`config.mk`:
```
export PLATFORM = sky130hd
export DESIGN_NAME = grid_io_tile_cfg
export DESIGN_NICKNAME = d
export VERILOG_FILES = /design/src/rtl/grid_io_pkg.sv /design/src/rtl/grid_io_subtile_mux.sv /design/src/rtl/grid_io_tile_cfg.sv
export SDC_FILE = /design/constraint.sdc
export NUM_CORES = 1
export LEC_CHECK = 0
export ABC_CLOCK_PERIOD_IN_PS = 1800
export CORE_MARGIN = 2
export CORE_UTILIZATION = 47
export DETAILED_ROUTE_END_ITERATION = 7
export PLACE_DENSITY = 0.81
export SKIP_CTS_REPAIR_TIMING = 1
export SKIP_LAST_GASP = 1
export SLEW_MARGIN = 25
export SYNTH_ARGS = -nofsm -noshare
export SYNTH_HDL_FRONTEND = slang
export SYNTH_HIERARCHICAL = 1
export SYNTH_SLANG_ARGS = --single-unit
```
`constraint.sdc`:
```
create_clock -name prog_clk -period 1.8 [get_ports prog_clk]
set_clock_uncertainty 0.1 [all_clocks]
set_input_delay 0.18 -clock prog_clk [delete_from_list [all_inputs] [get_ports prog_clk]]
set_output_delay 0.18 -clock prog_clk [all_outputs]
set_load 0.02 [all_outputs]
```
`src/rtl/grid_io_pkg.sv`:
```
`default_nettype none
// +----------------------------------------------------------------------------+
// | Module      : grid_io_pkg                                                  |
// | Description : Shared mode-bit encoding, reset mode and chain-length helper |
// |               for the grid I/O tile configuration logic.                   |
// | Revision    : 1.0 - initial release                                        |
// +----------------------------------------------------------------------------+
package grid_io_pkg;

    localparam int CFG_DIR_IN_BIT = 0;
    localparam int CFG_INV_BIT    = 1;

    typedef struct packed {
        logic inv;
        logic dir_in;
    } io_mode_t;

    // Safe state before the first commit: every pad is an input, no inversion.
    localparam io_mode_t CFG_RESET_MODE = '{inv: 1'b0, dir_in: 1'b1};

    function automatic int cfg_len(input int num_subtiles, input int cfg_bits,
                                   input bit parity);
        return num_subtiles * cfg_bits + (parity ? 1 : 0);
    endfunction

endpackage
`default_nettype wire

```
`src/rtl/grid_io_subtile_mux.sv`:
```
`default_nettype none
// +----------------------------------------------------------------------------+
// | Module      : grid_io_subtile_mux                                          |
// | Description : Per-pad direction, isolation and input-invert steering.      |
// | Revision    : 1.0 - initial release                                        |
// +----------------------------------------------------------------------------+
module grid_io_subtile_mux
    import grid_io_pkg::*;
(
    input  logic isol_n_i,
    input  logic cfg_valid_i,
    input  logic dir_in_i,
    input  logic inv_i,
    input  logic outpad_i,
    input  logic pad_in_i,
    output logic dir_o,
    output logic pad_out_o,
    output logic inpad_o
);

    logic eff_in;

    // Isolation or an unconfigured tile forces the pad to a quiet input.
    assign eff_in    = ~isol_n_i | ~cfg_valid_i | dir_in_i;
    assign dir_o     = eff_in;
    assign pad_out_o = eff_in ? 1'b0 : outpad_i;
    assign inpad_o   = (eff_in & isol_n_i & cfg_valid_i) ? (pad_in_i ^ inv_i) : 1'b0;

endmodule
`default_nettype wire

```
`src/rtl/grid_io_tile_cfg.sv`:
```
`default_nettype none
// +----------------------------------------------------------------------------+
// | Module      : grid_io_tile_cfg                                             |
// | Description : Grid I/O tile with shadow config chain, counted commit into  |
// |               an active mode register, and safe-state forcing.             |
// |               Optional even-parity bit: define GRID_IO_CFG_PARITY_EN.      |
// | Revision    : 1.0 - initial release                                        |
// +----------------------------------------------------------------------------+
module grid_io_tile_cfg
    import grid_io_pkg::*;
#(
    parameter int NUM_SUBTILES = 4,
    parameter int CFG_BITS     = 2
) (
    input  logic                    prog_clk,
    input  logic                    pReset,
    input  logic                    IO_ISOL_N,
    input  logic                    ccff_head,
    input  logic                    cfg_shift_en,
    input  logic                    cfg_commit,
    input  logic [NUM_SUBTILES-1:0] io_outpad,
    input  logic [NUM_SUBTILES-1:0] gfpga_pad_EMBEDDED_IO_HD_SOC_IN,
    output logic [NUM_SUBTILES-1:0] io_inpad,
    output logic                    ccff_tail,
    output logic [NUM_SUBTILES-1:0] gfpga_pad_EMBEDDED_IO_HD_SOC_DIR,
    output logic [NUM_SUBTILES-1:0] gfpga_pad_EMBEDDED_IO_HD_SOC_OUT,
    output logic                    cfg_valid,
    output logic                    cfg_err
);

`ifdef GRID_IO_CFG_PARITY_EN
    localparam bit PARITY_EN = 1'b1;
`else
    localparam bit PARITY_EN = 1'b0;
`endif

    localparam int L     = cfg_len(NUM_SUBTILES, CFG_BITS, PARITY_EN);
    localparam int CNT_W = $clog2(L + 2);
    localparam int OFS   = PARITY_EN ? 1 : 0;

    localparam logic [CNT_W-1:0] CNT_MAX  = {CNT_W{1'b1}};
    localparam logic [CNT_W-1:0] CNT_FULL = CNT_W'(L);

    logic [L-1:0]            sr_q,      sr_d;
    logic [CNT_W-1:0]        cnt_q,     cnt_d;
    logic [NUM_SUBTILES-1:0] act_dir_q, act_dir_d;
    logic [NUM_SUBTILES-1:0] act_inv_q, act_inv_d;
    logic                    valid_q,   valid_d;
    logic                    err_q,     err_d;

    logic [NUM_SUBTILES-1:0] shadow_dir;
    logic [NUM_SUBTILES-1:0] shadow_inv;
    logic                    parity_ok;
    logic                    commit_ok;

`ifdef GRID_IO_CFG_PARITY_EN
    assign parity_ok = ~(^sr_q);
`else
    assign parity_ok = 1'b1;
`endif

    // A commit coinciding with a shift is always refused.
    assign commit_ok = ~cfg_shift_en & (cnt_q == CNT_FULL) & parity_ok;

    always_comb begin
        sr_d      = sr_q;
        cnt_d     = cnt_q;
        act_dir_d = act_dir_q;
        act_inv_d = act_inv_q;
        valid_d   = valid_q;
        err_d     = err_q;

        if (cfg_shift_en) begin
            sr_d = {sr_q[L-2:0], ccff_head};
            if (cnt_q != CNT_MAX) begin
                cnt_d = cnt_q + CNT_W'(1);
            end
        end

        if (cfg_commit) begin
            cnt_d = '0;
            if (commit_ok) begin
                act_dir_d = shadow_dir;
                act_inv_d = shadow_inv;
                valid_d   = 1'b1;
                err_d     = 1'b0;
            end else begin
                err_d     = 1'b1;
            end
        end
    end

    always_ff @(posedge prog_clk or negedge pReset) begin
        if (!pReset) begin
            sr_q      <= '0;
            cnt_q     <= '0;
            act_dir_q <= {NUM_SUBTILES{CFG_RESET_MODE.dir_in}};
            act_inv_q <= {NUM_SUBTILES{CFG_RESET_MODE.inv}};
            valid_q   <= 1'b0;
            err_q     <= 1'b0;
        end else begin
            sr_q      <= sr_d;
            cnt_q     <= cnt_d;
            act_dir_q <= act_dir_d;
            act_inv_q <= act_inv_d;
            valid_q   <= valid_d;
            err_q     <= err_d;
        end
    end

    assign ccff_tail = sr_q[L-1];
    assign cfg_valid = valid_q;
    assign cfg_err   = err_q;

    for (genvar i = 0; i < NUM_SUBTILES; i++) begin : g_subtile
        assign shadow_dir[i] = sr_q[OFS + i*CFG_BITS + CFG_DIR_IN_BIT];
        assign shadow_inv[i] = sr_q[OFS + i*CFG_BITS + CFG_INV_BIT];

        grid_io_subtile_mux u_mux (
            .isol_n_i    (IO_ISOL_N),
            .cfg_valid_i (valid_q),
            .dir_in_i    (act_dir_q[i]),
            .inv_i       (act_inv_q[i]),
            .outpad_i    (io_outpad[i]),
            .pad_in_i    (gfpga_pad_EMBEDDED_IO_HD_SOC_IN[i]),
            .dir_o       (gfpga_pad_EMBEDDED_IO_HD_SOC_DIR[i]),
            .pad_out_o   (gfpga_pad_EMBEDDED_IO_HD_SOC_OUT[i]),
            .inpad_o     (io_inpad[i])
        );
    end

endmodule
`default_nettype wire

```
==> impl_metrics.py <==
metrics = {
    "status": {
        "status": "finished, final reports clean",
    },
    "die": {
        "num_io_pins": 29,
        "fp-row-count": 17,
        "die_area_sq_um": 2760,
        "floorplan.die.width_um": 52.6,
        "initial_core_util_pct": 50.1,
        "fp.coreArea_sq_um": 2210,
        "fp.dieH_um": 52.6,
    },
    "synth": {
        "synth_seq_area_share_pct": 50.1,
        "synth_seq_cells": 22,
        "syn_area_sq_um": 1110,
        "post_synth_num_cell_types": 24,
        "cell_types_with_the_largest_area_share_after_synthesis": "sky130_fd_sc_hd__dfrtp_1, sky130_fd_sc_hd__mux2_2, sky130_fd_sc_hd__dfstp_2",
        "largest_family_of_logic_cells_by_synthesized_area": "simple AND/OR/NAND/NOR gates",
        "synthDominantAreaCellType": "sky130_fd_sc_hd__dfrtp_1",
        "post_synth.cell_area_avg_sq_um": 12.7,
        "synth-adder-area-share_pct": 2.26,
        "synth_nets": 103,
        "synth_compound_gate_area_share_pct": 2.37,
        "synthXorXnorAreaFrac_pct": 3.16,
        "post-synth-top-area-fraction_pct": 40.6,
        "netlist_instances": 87,
        "synth.area.mux_share_pct": 18.2,
        "yosys_warning_total": 6,
        "synth_simple_gate_area_share_pct": 20.1,
    },
    "sta": {
        "slew_viol_final": 0,
        "peak_clock_frequency_supported_by_timing_ghz": 0.639,
        "slew_hr_pct": 80.4,
        "min_period_over_period_pct": 87.0,
        "holdWs_ns": 0.130,
        "timing_worst_slew_pin_value_ns": 0.292,
        "layout_setup_ws_ns": 0.234,
        "setup_repair_after_global_routing_missed_its_margin": "no",
        "finalHoldViolations": 0,
        "finalWorstPathRequiredPeriod_ns": 1.57,
        "report.final.setup_viol": 0,
    },
    "grt": {
        "global_route_wire_length_before_repair_mm": 3.06,
        "grt_pass1_vias": 714,
        "grt_start_max_net_pins": 23,
        "number_of_antenna_violations_at_the_first_check_in_global_routing": 0,
        "grt_overflow": 0,
        "grt_use_total_pct": 15.1,
    },
    "detailed_routing": {
        "num_vias": 751,
        "route.antenna.remaining_nets": 0,
        "finalWirelength_mm": 1.87,
        "initialDrtViolationCount": 5,
        "route.detailed.drc": 0,
        "route.detailed.vias_per_inst": 5.01,
        "detail_route.first_pass.iterations": 2,
        "routed_length_per_placed_instance_um": 12.5,
    },
    "worst_setup_path": {
        "timing.reg2reg.setup_slack_ns": 0.25,
        "type_of_element_launching_the_critical_path": "flip-flop",
        "setup.worst_path.end_class": "output pin",
        "worstReg2RegStart": "cnt_q[0]",
        "critPathKind": "flip-flop to output pin",
        "timing.critical_path.from": "cfg_valid",
        "cp_cell_instances": "buf_12 > nand3_1 > nor2_1 > dlymetal6s2s_1",
        "regToRegEndpoint": "cnt_q[0]",
        "reg2reg_depth": 3,
        "critical-path-max-stage-delay_ns": 0.44,
        "critical_path_peak_fanout": 7,
        "critical-path-slowest-cell": "sky130_fd_sc_hd__dfrtp_1",
        "critPathArrivalTime_ns": 1.29,
        "timing.critical_path.required_ns": 1.52,
    },
    "cells_and_area": {
        "footprint_of_the_multi_input_gates_sq_um": 510,
        "diodes": 0,
        "fraction_of_layout_instances_using_a_drive_strength_above_1_pct": 32.8,
        "mostFrequentLayoutCell": "sky130_fd_sc_hd__dfrtp_1",
        "register_area_sq_um": 556,
        "area.growth.synth_to_final_pct": 38.6,
        "fin_nets": 140,
        "filler_cell_count": 172,
        "layout.cells.most_common_list": "sky130_fd_sc_hd__dfrtp_1, sky130_fd_sc_hd__mux2_2, sky130_fd_sc_hd__clkdlybuf4s50_1, sky130_fd_sc_hd__dlymetal6s2s_1, sky130_fd_sc_hd__inv_1",
    },
    "placement": {
        "dp_hpwl_mm": 1.52,
        "gp_congestion": 0.620,
        "placement.setup.worst_slack_ns": -0.112,
        "port_buffers": 28,
    },
    "clock_tree": {
        "insertion_delay_ns": 0.29,
        "tritoncts_num_sinks": 22,
        "root_buffer_cell": "sky130_fd_sc_hd__clkbuf_4",
        "htree_levels": 1,
        "cts-buffers-inserted": 3,
        "cts.path.max_buffers": 2,
        "clk_transition_reported_paths_ns": 0.12,
        "tritoncts": "built",
    },
    "pwr": {
        "power.sequential.fraction_pct": 58.1,
        "static-leakage-power_nw": 0.864,
        "internal_power_mw": 0.759,
        "p_comb_share_pct": 21.6,
        "total_power_mw": 1.02,
        "power.net_switching_mw": 0.261,
        "cellPowerDensity_nw_per_um2": 664,
        "irDropWorstVdd_mv": 0.547,
        "power.clock.fraction_pct": 20.3,
        "sw_frac_of_total_pct": 25.6,
    },
    "job": {
        "max_cap_violations": 0,
    },
    "hold_path": {
        "worst_hold_path_type": "input port to async pin",
    },
}
sequential cells by signal, indices dropped and copies added, names as in the netlist:
register,cells
act_dir_q,4
act_inv_q,4
cfg_valid,1
cnt_q,4
sr_q,8
cfg_err,1
cell type report:
cell class                 instances  area share (%)
sequential                        22            36.2
multi-input combinational         55            33.2
timing repair buffer              34            24.9
tap                               28            2.28
inverter                           8            1.95
clock buffer                       3            1.47
worst max-delay path: cells and delay by family, from the launching register on:
kind / cells / cell delay [ns]
and+or+nand+nor: 2 / 0.15
buffers and inverters: 2 / 0.40
DFF: 1 / 0.44
per-layer routing:
metal  vias up  global-route usage [%]  routed length (um)
met4         0                    5.13                  12
met2        24                    27.9                 951
met3         2                    2.57                 146
li1        366                       -                   -
met1       359                    17.2                 760
met5         -                       0                   0
synth_stat cells (all sizes together):
library cell,n
o21a,1
ha,2
a211oi,1
inv,8
nand3,4
nand3b,4
nor2,10
mux2i,1
buf,2
a31oi,1
xnor2,4
nor3,2
and4,1
nor2b,1
a21oi,1
nand2b,2
or2b,1
nand4,2
mux2,17
dfrtp,18
dfstp,4
power groups by stage:
stage	combinational, mW	clock (mW)	sequential (mW)
CTS	0.225	0.214	0.594
finish	0.221	0.207	0.592
global placement	0.218	0	0.599
global route	0.239	0.234	0.601
detailed placement	0.224	0	0.604
floorplan	0.0992	0	0.610
through the flow:
stage          instance area, sq um  setup TNS (ns)  util (%)  std cells
2_1_floorplan                  1110               0         -         87
3_3_place_gp                   1470          -0.540      66.6        146
3_5_place_dp                   1470          -0.630      66.6        146
4_1_cts                        1500           -1.42      67.6        149
5_1_grt                        1540               0      69.5        150
6_report                       1540               0      69.5        150
how the worst max path moves through the flow:
stage	slack (ns)	endpoint
6_report	0.23	io_inpad[2]
2_1_floorplan	0.37	cnt_q[0]
4_1_cts	-0.18	io_inpad[2]
3_3_place_gp	-0.08	io_inpad[3]
3_5_place_dp	-0.11	io_inpad[2]
5_1_grt	0.13	io_inpad[2]
cell families (layout without fill, tap and decap cells):
group | count (synthesis) | after routing
AOI/OAI and AO/OA | 4 | 4
xor gates and xnor gates | 4 | 4
adders and majority gates | 2 | 2
buffers and inverters | 10 | 45
DFF | 22 | 22
muxes | 18 | 18
and+or+nand+nor | 27 | 27
Power figures use the tool's default switching activity.
